<file path="config.mk">
export PLATFORM = sky130hd
export DESIGN_NAME = ss_scan_ctrl
export DESIGN_NICKNAME = d
export VERILOG_FILES = /design/src/rtl/ss_pkg.sv /design/src/rtl/ss_slot_timer.sv /design/src/rtl/ss_scan_ctrl.sv
export SDC_FILE = /design/constraint.sdc
export NUM_CORES = 1
export LEC_CHECK = 0
export ABC_AREA = 1
export CORE_MARGIN = 1.5
export CORE_UTILIZATION = 61
export DETAILED_ROUTE_END_ITERATION = 8
export PLACE_DENSITY_LB_ADDON = 0.1
export REMOVE_ABC_BUFFERS = 1
export SLEW_MARGIN = 25
export SYNTH_ARGS = -nofsm -noshare
export SYNTH_HDL_FRONTEND = slang
export SYNTH_SLANG_ARGS = --single-unit
</file>
<file path="constraint.sdc">
create_clock -name clk -period 2.5 [get_ports clk]
set_input_delay 0.75 -clock clk [delete_from_list [all_inputs] [get_ports clk]]
set_output_delay 0.75 -clock clk [all_outputs]
set_load 0.005 [all_outputs]
</file>
<file path="src/rtl/ss_pkg.sv">
// rtl/ss_pkg.sv - shared codes and scan state encoding for the seven-segment scan controller
package ss_pkg;

   localparam int SS_CODE_W = 2;
   localparam logic [SS_CODE_W-1:0] SS_CODE_BLANK = 2'd3;

   typedef enum logic {
      SCAN_BLANK = 1'b0,
      SCAN_SHOW  = 1'b1
   } scan_state_e;

endpackage

</file>
<file path="src/rtl/ss_slot_timer.sv">
// rtl/ss_slot_timer.sv - slot counter and digit index with wrap, en acts as a synchronous clear
module ss_slot_timer
   import ss_pkg::*;
#(
   parameter int NUM_DIGITS  = 4,
   parameter int SLOT_CYCLES = 100000,
   parameter int CNT_W       = $clog2(SLOT_CYCLES),
   parameter int IDX_W       = $clog2(NUM_DIGITS)
) (
   input  logic             clk,
   input  logic             rst_n,
   input  logic             en,
   output logic [CNT_W-1:0] cnt_nxt,
   output logic [IDX_W-1:0] idx_nxt,
   output logic             start,
   output logic             slot_end,
   output logic             frame_end
);

   localparam logic [CNT_W-1:0] CNT_LAST = CNT_W'(SLOT_CYCLES - 1);
   localparam logic [IDX_W-1:0] IDX_LAST = IDX_W'(NUM_DIGITS - 1);

   logic [CNT_W-1:0] cnt;
   logic [IDX_W-1:0] idx;
   logic             run;

   // The first enabled edge holds position 0/0 so that slot is shown in full with its frame pulse.
   assign start     = en & ~run;
   assign slot_end  = en & run & (cnt == CNT_LAST);
   assign frame_end = slot_end & (idx == IDX_LAST);

   always_comb begin
      cnt_nxt = '0;
      idx_nxt = '0;
      if (en && run) begin
         if (slot_end) begin
            cnt_nxt = '0;
            idx_nxt = (idx == IDX_LAST) ? '0 : idx + 1'b1;
         end else begin
            cnt_nxt = cnt + 1'b1;
            idx_nxt = idx;
         end
      end
   end

   always_ff @(posedge clk) begin
      if (!rst_n) begin
         cnt <= '0;
         idx <= '0;
         run <= 1'b0;
      end else begin
         cnt <= cnt_nxt;
         idx <= idx_nxt;
         run <= en;
      end
   end

endmodule

</file>
<file path="src/rtl/ss_scan_ctrl.sv">
// rtl/ss_scan_ctrl.sv - multiplexed seven-segment scan with blanking gaps and frame-aligned loads
module ss_scan_ctrl
   import ss_pkg::*;
#(
   parameter int NUM_DIGITS   = 4,
   parameter int SLOT_CYCLES  = 100000,
   parameter int BLANK_CYCLES = 16
) (
   input  logic                          clk,
   input  logic                          rst_n,
   input  logic                          en,
   input  logic                          ld_valid,
   output logic                          ld_ready,
   input  logic [SS_CODE_W*NUM_DIGITS-1:0] ld_data,
   output logic [SS_CODE_W-1:0]          dig_code,
   output logic [NUM_DIGITS-1:0]         an_n,
   output logic                          frame_start
);

   localparam int CNT_W = $clog2(SLOT_CYCLES);
   localparam int IDX_W = $clog2(NUM_DIGITS);
   localparam logic [CNT_W-1:0] CNT_SHOW = CNT_W'(BLANK_CYCLES);

   logic [CNT_W-1:0] cnt_nxt;
   logic [IDX_W-1:0] idx_nxt;
   logic             start;
   logic             slot_end;
   logic             frame_end;

   scan_state_e state;
   scan_state_e state_d;

   logic [SS_CODE_W*NUM_DIGITS-1:0] active;
   logic [SS_CODE_W*NUM_DIGITS-1:0] shadow;
   logic                            pending;
   logic                            commit;

   logic [SS_CODE_W-1:0]  code_sel;
   logic [SS_CODE_W-1:0]  code_d;
   logic [NUM_DIGITS-1:0] an_d;
   logic                  fs_d;

   ss_slot_timer #(
      .NUM_DIGITS  (NUM_DIGITS),
      .SLOT_CYCLES (SLOT_CYCLES)
   ) u_timer (
      .clk       (clk),
      .rst_n     (rst_n),
      .en        (en),
      .cnt_nxt   (cnt_nxt),
      .idx_nxt   (idx_nxt),
      .start     (start),
      .slot_end  (slot_end),
      .frame_end (frame_end)
   );

   assign ld_ready = ~pending;
   // Commit looks at the pre-edge pending, so a load landing on a boundary waits a full frame.
   assign commit   = pending & (~en | frame_end);

   always_ff @(posedge clk) begin
      if (!rst_n) begin
         active  <= {NUM_DIGITS{SS_CODE_BLANK}};
         shadow  <= {NUM_DIGITS{SS_CODE_BLANK}};
         pending <= 1'b0;
      end else if (commit) begin
         active  <= shadow;
         pending <= 1'b0;
      end else if (ld_valid && !pending) begin
         shadow  <= ld_data;
         pending <= 1'b1;
      end
   end

   assign code_sel = active[idx_nxt*SS_CODE_W +: SS_CODE_W];

   // Outputs are computed from the timer's next position so they line up with the slot they describe.
   always_comb begin
      state_d = state;
      an_d    = '1;
      code_d  = SS_CODE_BLANK;
      fs_d    = en & (start | frame_end);
      case (state)
         SCAN_BLANK: if (en && cnt_nxt == CNT_SHOW) state_d = SCAN_SHOW;
         SCAN_SHOW:  if (!en || slot_end)           state_d = SCAN_BLANK;
         default:                                   state_d = SCAN_BLANK;
      endcase
      if (state_d == SCAN_SHOW) begin
         code_d = code_sel;
         if (code_sel != SS_CODE_BLANK) an_d[idx_nxt] = 1'b0;
      end
   end

   always_ff @(posedge clk) begin
      if (!rst_n) begin
         state       <= SCAN_BLANK;
         an_n        <= '1;
         dig_code    <= SS_CODE_BLANK;
         frame_start <= 1'b0;
      end else begin
         state       <= state_d;
         an_n        <= an_d;
         dig_code    <= code_d;
         frame_start <= fs_d;
      end
   end

endmodule
</file>
Word-level counts from Yosys, hierarchy flattened
Index checks and enable logic that the tools add are counted.
- bits of input ports: 12
- logic and storage cells: 55
- register bits after elaboration: 45
- output and inout port bits: 8
- $add $sub $neg: 2
- order comparisons: 2
- bitwise gates (word level): 15
- mux-type cells: 10
- reductions and logical operators: 11
- equality and inequality tests: 4
- shift operators: 1
- operators by type and width (cell ; number):
    two-way mux 17 bit ; 2
    adder 17 x 1 -> 17 bit, second input constant ; 1
    equality test 17 bit, second input constant ; 1
    equality test 17 x 5 -> 1 bit, second input constant ; 1
    variable part select 8 x 4 -> 2 bit ; 1
    bitwise AND 1 bit ; 6
    two-way mux 2 bit ; 3
    inverter 1 bit ; 6
    logical AND 1 bit ; 4
    inverter 4 bit ; 1
    AND reduction 2 bit ; 2
    less-than comparator 2 x 3 -> 1 bit, second input constant ; 1
    two-way mux 1 bit ; 3
    AND reduction 3 bit ; 1
    adder 2 x 1 -> 2 bit, second input constant ; 1
    demux 1 bit (select 2 bit) ; 1
    equality test 2 bit, second input constant ; 1
    greater-or-equal comparator 2 x 1 -> 1 bit, second input constant ; 1
    zero test 1 bit ; 2
    inequality test 2 bit, second input constant ; 1
    bitwise OR 1 bit ; 2
    one-hot mux 1 bit (2 select lines) ; 1
    OR reduction 2 bit ; 1
    logical OR 1 bit ; 1

Logic depth before layout (Yosys ltp)
- depth after elaboration: 9
- depth in mapped cells: 15
- gate-level depth less buffers: 15

By module
Synthesis repeated with hierarchy kept, for this count alone.
- cell total of the unflattened synthesis: 326
- area total of the unflattened synthesis: 2224.6 µm²
- modules (own cells, without submodules) (module ; seq. area each (µm²) ; cells each ; area an instance (µm²) ; instances):
    ss_slot_timer ; 400.4 ; 186 ; 1173.6 ; 1
    ss_scan_ctrl ; 500.5 ; 140 ; 1051.0 ; 1

Worst setup path after synthesis
OpenSTA, ideal clock, no wires.
- path type: input to register
- start point: in en
- end point: reg an_n[0]
- required time: 2.373 ns
- library setup time: 0.127 ns
- path slack: 0.580 ns
- stages: 11
- path buffers: 0
- arrival time: 1.793 ns
- cell sequence: nand2_2 > clkinv_4 > nand2_2 > nor2_4 > nand3_4 > o211ai_4 > inv_2 > nand2_1 > nand2_1 > nand2_2 > nand4_1
- longest elaborated chain between the ends: 9
- elaborated cells between the ends (all ways): 23
- those cells by class: order compare (2); eq/ne (2); shift (1); mux (9); bitwise (3); reduce/logical (6)
- ends and longest elaborated chain (what ; RTL line ; RTL):
    start: declaration ; ss_scan_ctrl.sv:11 ; input logic en,
    bitwise AND 1 bit (2 in series) ; ss_slot_timer.sv:29 ; assign slot_end = en & run & (cnt == CNT_LAST);
    two-way mux 17 bit / two-way mux 2 bit (equally long branches) ; ss_slot_timer.sv:36 ; if (slot_end) begin
    two-way mux 17 bit / two-way mux 2 bit (equally long branches) ; ss_slot_timer.sv:35 ; if (en && run) begin
    equality test 17 x 5 -> 1 bit, or another cell as far along ; ss_scan_ctrl.sv:84 ; SCAN_BLANK: if (en && cnt_nxt == CNT_SHOW) state_d = SCAN_SHOW;
    logical AND 1 bit (on tied branches) ; ss_scan_ctrl.sv:84, ss_scan_ctrl.sv:90 ;
    two-way mux 1 bit (on tied branches) ; ss_scan_ctrl.sv:84, ss_scan_ctrl.sv:90 ;
    one-hot mux 1 bit (2 select lines) / demux 1 bit (select 2 bit) (equally long branches) ; ss_scan_ctrl.sv:83, ss_scan_ctrl.sv:90 ;
    AND reduction 3 bit (no line) / inverter 4 bit (equally long branches) ; n/a ;
    end signal: assignment ; ss_scan_ctrl.sv:102 ; an_n <= an_d;
    end: declaration ; ss_scan_ctrl.sv:16 ; output logic [NUM_DIGITS-1:0] an_n,
Parallel ways exist; a longest one is shown, timed or not.
A chain may end at the register's enable or synchronous reset.

Final worst setup path
- start point: reg u_timer.cnt[0]
- end point: reg an_n[0]
- longest elaborated chain between the ends: 9
- elaborated cells between the ends (all ways): 22
- those cells by class: add/sub (1); order compare (2); eq/ne (3); shift (1); mux (9); bitwise (2); reduce/logical (4)
- ends and longest elaborated chain (what ; RTL line ; RTL):
    start: declaration ; ss_slot_timer.sv:23 ; logic [CNT_W-1:0] cnt;
    start signal: assignment ; ss_slot_timer.sv:52 ; cnt <= cnt_nxt;
    branches (longest 9 deep; another with adder 17 x 1 -> 17 bit) ; n/a ;
Parallel ways; which one is timed is not known.

==> results.md <==
| Metric | Value | Unit |
|---|---|---|
| Run status | finished, final reports clean | - |
| # rows | 21 | - |
| Final instance area | 2740 | um^2 |
| Worst Min Path Start | shadow[5] | - |
| Wire per inst | 12.6 | um |
| Path category of the worst min-delay check | flop to flop | - |
| Internal power consumption | 0.987 | mW |
| Clock tree root buffer cell | sky130_fd_sc_hd__clkbuf_8 | - |
| Worst hold path cell count | 2 | - |
| Required time reported for the critical path endpoint | 2670 | ps |
| Final Slew Violations | 0 | - |
| Total global routing overflow | 0 | - |
| Layer carrying the most global-route usage | met2 | - |
| Total Neg Setup Slack | 0 | ps |
| Combinational family with the most area after synthesis | simple AND/OR/NAND/NOR gates | - |
| Power share of the clock group | 33.9 | % |
| Fraction of final layout cells sized beyond drive strength 1 | 16.4 | % |
| Sequential fraction of the synthesis area | 40.0 | % |
| Most instantiated library cell after synthesis | sky130_fd_sc_hd__nand2_1 | - |
| WL final | 5.28 | mm |
| PnR Total Power | 1.31 | mW |
| Max Fclk | 0.465 | GHz |
| Storage element area | 901 | um^2 |
| Destination of the worst hold path | active[5] | - |
| Power per unit of standard cell area | 477 | nW/um^2 |
| Global placement routability congestion | 0.956 | - |
| Measured slew at the worst slew-check pin | 446 | ps |
| Number of synthesis warnings | 0 | - |
| Placed Instances | 408 | - |
| Post-Route Utilization | 79.7 | % |
| Maximum single-stage delay on the critical path | 370 | ps |
| TritonCTS clock tree | built | - |
| Arrival time of data at the critical path endpoint | 2320 | ps |
| Clock slew at the register clock pins of the worst setup and hold paths | 80 | ps |
| Share of cell area taken by muxes after synthesis | 0 | % |
| Met1 GRT Util | 36.5 | % |
| Number of nets in the layout | 385 | - |
| Met3 global-route usage | 6.51 | % |
| Buffer levels on the longest clock path | 2 | - |
| RSZ-0062 raised after global routing | false | - |
| Reg-to-Reg End | an_n[0] | - |
| Switching power total | 0.320 | mW |
| CP Launch Type | flop | - |
| Worst-skew pair later-pin latency | 300 | ps |
| Cell breakdown of the critical path | ha_1, nand2_2, nor2_8, nand3_2, nor2_2, nand2_1, nand3_1, nand3_1, nor2_1, nand2_1, nand2_2, nand4_1 | - |
| TritonRoute pass-1 iters | 5 | - |
| DRC Markers | 0 | - |
| Vertical extent of the die | 63.8 | um |
| Largest net degree at the start of global routing | 15 | - |
| Share of the clock period used by the worst path after layout | 86.0 | % |
| Simple-gate area share of the yosys netlist | 46.0 | % |
| Worst rel slew slack | 70.2 | % |
| Tmin final | 2150 | ps |
| Maxcap violations | 0 | - |
| Worst ir drop on vdd | 395 | uV |
| Initial Util | 65.5 | % |
| Sequential power share | 57.5 | % |
| Post-Synthesis Cells | 328 | - |
| Summed instance area of the synthesized netlist | 2250 | um^2 |
| Flop2flop setup slack | 350 | ps |
| GRT Util Overall | 27.8 | % |
| Post-place instance area | 2630 | um^2 |
| Critical setup path kind | flop to flop | - |
| Number of global-route vias before repair | 2011 | - |
| Estimated wirelength of the detail-placed design | 3.99 | mm |
| Switching power as a share of total power | 24.5 | % |
| Setup crit end kind | flop | - |
| I/O pin count | 20 | - |
| Share of the synthesized area in the top cell type | 40.0 | % |
| Reg2Reg Depth | 12 | - |
| CP max stage cell | sky130_fd_sc_hd__dfxtp_1 | - |
| Worst clock skew on the final layout | 9.25 | ps |
| GR Util met2 | 45.8 | % |
| Number of diodes | 0 | - |
| Source of the worst register-to-register timing path | u_timer.cnt[0] | - |
| Largest fanout on the critical path | 6 | - |
| Synthesized-area fraction occupied by ao, oa, aoi and oai cells | 3.83 | % |
| CORE AREA | 3440 | um^2 |
| Die X-Extent | 63.8 | um |
| Final hold viol count | 0 | - |
| Number of enable-type register cells in the synthesized netlist | 0 | - |
| Fraction of power consumed by combinational cells | 8.6 | % |
| First-pass GRT wire length | 8.76 | mm |
| Post-synthesis sequential element count | 45 | - |
| Proportion of synthesized flip-flops having asynchronous set or reset | 0 | % |
| Die outline area | 4070 | um^2 |
| Post-synth top area cell | sky130_fd_sc_hd__dfxtp_1 | - |
| Synth top cells by count | sky130_fd_sc_hd__nand2_1 (101), sky130_fd_sc_hd__dfxtp_1 (45), sky130_fd_sc_hd__nor2_1 (42) | - |
| Cts bufs inserted | 5 | - |
| Commonest register cell after synthesis | sky130_fd_sc_hd__dfxtp_1 | - |
| Fillcell total | 265 | - |
| Parity-gate share of the synthesized area counting xor and xnor cells | 1.17 | % |
| H-tree Lvls | 2 | - |
| Number of unique standard cell types used by synthesis | 32 | - |
| Antenna violations before repair | 0 | - |
| Vias per Instance | 5.26 | - |
| Violation count after the first detailed-routing iteration | 157 | - |
| Largest cells by area after synthesis | sky130_fd_sc_hd__dfxtp_1 (40%), sky130_fd_sc_hd__nand2_1 (17%), sky130_fd_sc_hd__nand3_1 (7.3%), sky130_fd_sc_hd__nor2_1 (7.0%), sky130_fd_sc_hd__inv_1 (6.0%) | - |
| Final setup violation count | 0 | - |
| Port bufs | 19 | - |
| Standby leakage power | 1.26 | nW |
| Multi-input gate area | 1180 | um^2 |
| Synth Area per Inst | 6.87 | um^2 |
| Post-DRT Antenna Nets | 0 | - |
| Layout Area Growth over Synthesis | 21.7 | % |
| Clk sinks | 45 | - |
| DR vias | 2200 | - |
| Share of synthesized cell area in full adder, half adder and majority cells | 1.11 | % |
| Non-filler instance count after layout | 418 | - |
-- layer usage --
layer  routed length [um]  up-vias
met3                  398        9
met4                   62        0
met2                 2380       93
li1                     -     1121
met1                 2440      977
met5                    0        -
-- critical path, delay by kind of cell, from the launching register on --
kind / cells / cell delay, ps
adder cells (fa/ha/maj): 1 / 220
flip-flops: 1 / 370
AND/OR/NAND/NOR: 11 / 1430
-- power groups by stage --
stage	logic [mW]	clock network, mW	registers [mW]
5_1_grt	0.128	0.476	0.755
2_1_floorplan	0.0589	0	0.766
4_1_cts	0.109	0.448	0.752
6_report	0.112	0.443	0.752
3_5_place_dp	0.108	0	0.768
3_3_place_gp	0.106	0	0.768
-- worst max-delay path by stage --
| stage | startpoint | endpoint | slack, ps | cells past startpoint |
|---|---|---|---|---|
| after floorplan | en | an_n[0] | 510 | 11 |
| after global placement | en | an_n[0] | -100 | 15 |
| after detailed placement | en | an_n[0] | -200 | 15 |
| after CTS | en | an_n[0] | 110 | 15 |
| after global routing | u_timer.cnt[0] | an_n[0] | 230 | 12 |
| final | u_timer.cnt[0] | an_n[0] | 350 | 12 |
-- sequential cells by signal, indices dropped and copies added, names as in the netlist --
register,cells
frame_start,1
shadow,8
an_n,4
pending,1
u_timer.idx,2
u_timer.run,1
state,1
active,8
u_timer.cnt,17
dig_code,2
-- placed cells by master (no fill, tap or decap) --
| master | netlist | final |
|---|---|---|
| sky130_fd_sc_hd__clkbuf_1 | 3 | 1 |
| sky130_fd_sc_hd__nand3_2 | 2 | 2 |
| sky130_fd_sc_hd__or2_2 | 1 | 1 |
| sky130_fd_sc_hd__inv_2 | 3 | 3 |
| sky130_fd_sc_hd__nor2_8 | 1 | 1 |
| sky130_fd_sc_hd__nand2_2 | 8 | 11 |
| sky130_fd_sc_hd__nand4_2 | 1 | 1 |
| sky130_fd_sc_hd__nand3_4 | 2 | 2 |
| sky130_fd_sc_hd__o21ai_1 | 2 | 2 |
| sky130_fd_sc_hd__nor2_2 | 5 | 6 |
| sky130_fd_sc_hd__dfxtp_1 | 45 | 45 |
| sky130_fd_sc_hd__clkinvlp_4 | 0 | 2 |
| sky130_fd_sc_hd__clkdlybuf4s50_1 | 0 | 18 |
| sky130_fd_sc_hd__clkinv_1 | 2 | 2 |
| sky130_fd_sc_hd__o21ai_0 | 3 | 3 |
| sky130_fd_sc_hd__o211ai_1 | 1 | 1 |
| sky130_fd_sc_hd__nor2_4 | 2 | 2 |
| sky130_fd_sc_hd__nand2_1 | 101 | 98 |
| sky130_fd_sc_hd__o211ai_4 | 1 | 1 |
| sky130_fd_sc_hd__clkbuf_8 | 0 | 5 |
| sky130_fd_sc_hd__nand4_1 | 13 | 13 |
| sky130_fd_sc_hd__nor2_1 | 42 | 41 |
| sky130_fd_sc_hd__dlymetal6s2s_1 | 0 | 1 |
| sky130_fd_sc_hd__buf_4 | 0 | 21 |
| sky130_fd_sc_hd__clkinv_4 | 1 | 1 |
| sky130_fd_sc_hd__a211oi_1 | 1 | 1 |
| sky130_fd_sc_hd__xnor2_1 | 1 | 1 |
| sky130_fd_sc_hd__a21oi_1 | 2 | 2 |
| sky130_fd_sc_hd__nor3_1 | 7 | 7 |
| sky130_fd_sc_hd__nor3_2 | 1 | 1 |
| sky130_fd_sc_hd__o21bai_1 | 2 | 2 |
| sky130_fd_sc_hd__ha_1 | 2 | 2 |
| sky130_fd_sc_hd__nand3_1 | 33 | 33 |
| sky130_fd_sc_hd__nand2_4 | 1 | 1 |
| sky130_fd_sc_hd__xor2_1 | 2 | 2 |
| sky130_fd_sc_hd__inv_1 | 36 | 36 |
-- timing repair --
item | CTS | global route
resized for setup | 0 | 5
buffers inserted | 0 | 2
hold buffers | 0 | 0
endpoints found under the setup margin | 0 | 1
-- cell type report --
cell class | instances | area share, %
clock inverter | 2 | 0.547
clock buffer | 6 | 2.64
inverter | 42 | 5.93
sequential | 45 | 32.8
multi-input combinational | 237 | 43.2
timing repair buffer | 40 | 12.8
tap | 46 | 2.10
-- per-stage QoR --
stage,worst slack (ps),hold WS [ps]
2_1_floorplan,511,429
3_3_place_gp,-97.9,439
3_5_place_dp,-202,443
4_1_cts,106,465
5_1_grt,234,497
6_report,351,464
-- kinds of logic after synthesis --
family,after synthesis
AOI/OAI and AO/OA,12
xor gates and xnor gates,3
adders and majority gates,2
buffers and inverters,46
DFF,45
and+or+nand+nor,220
Power figures use the tool's default switching activity.
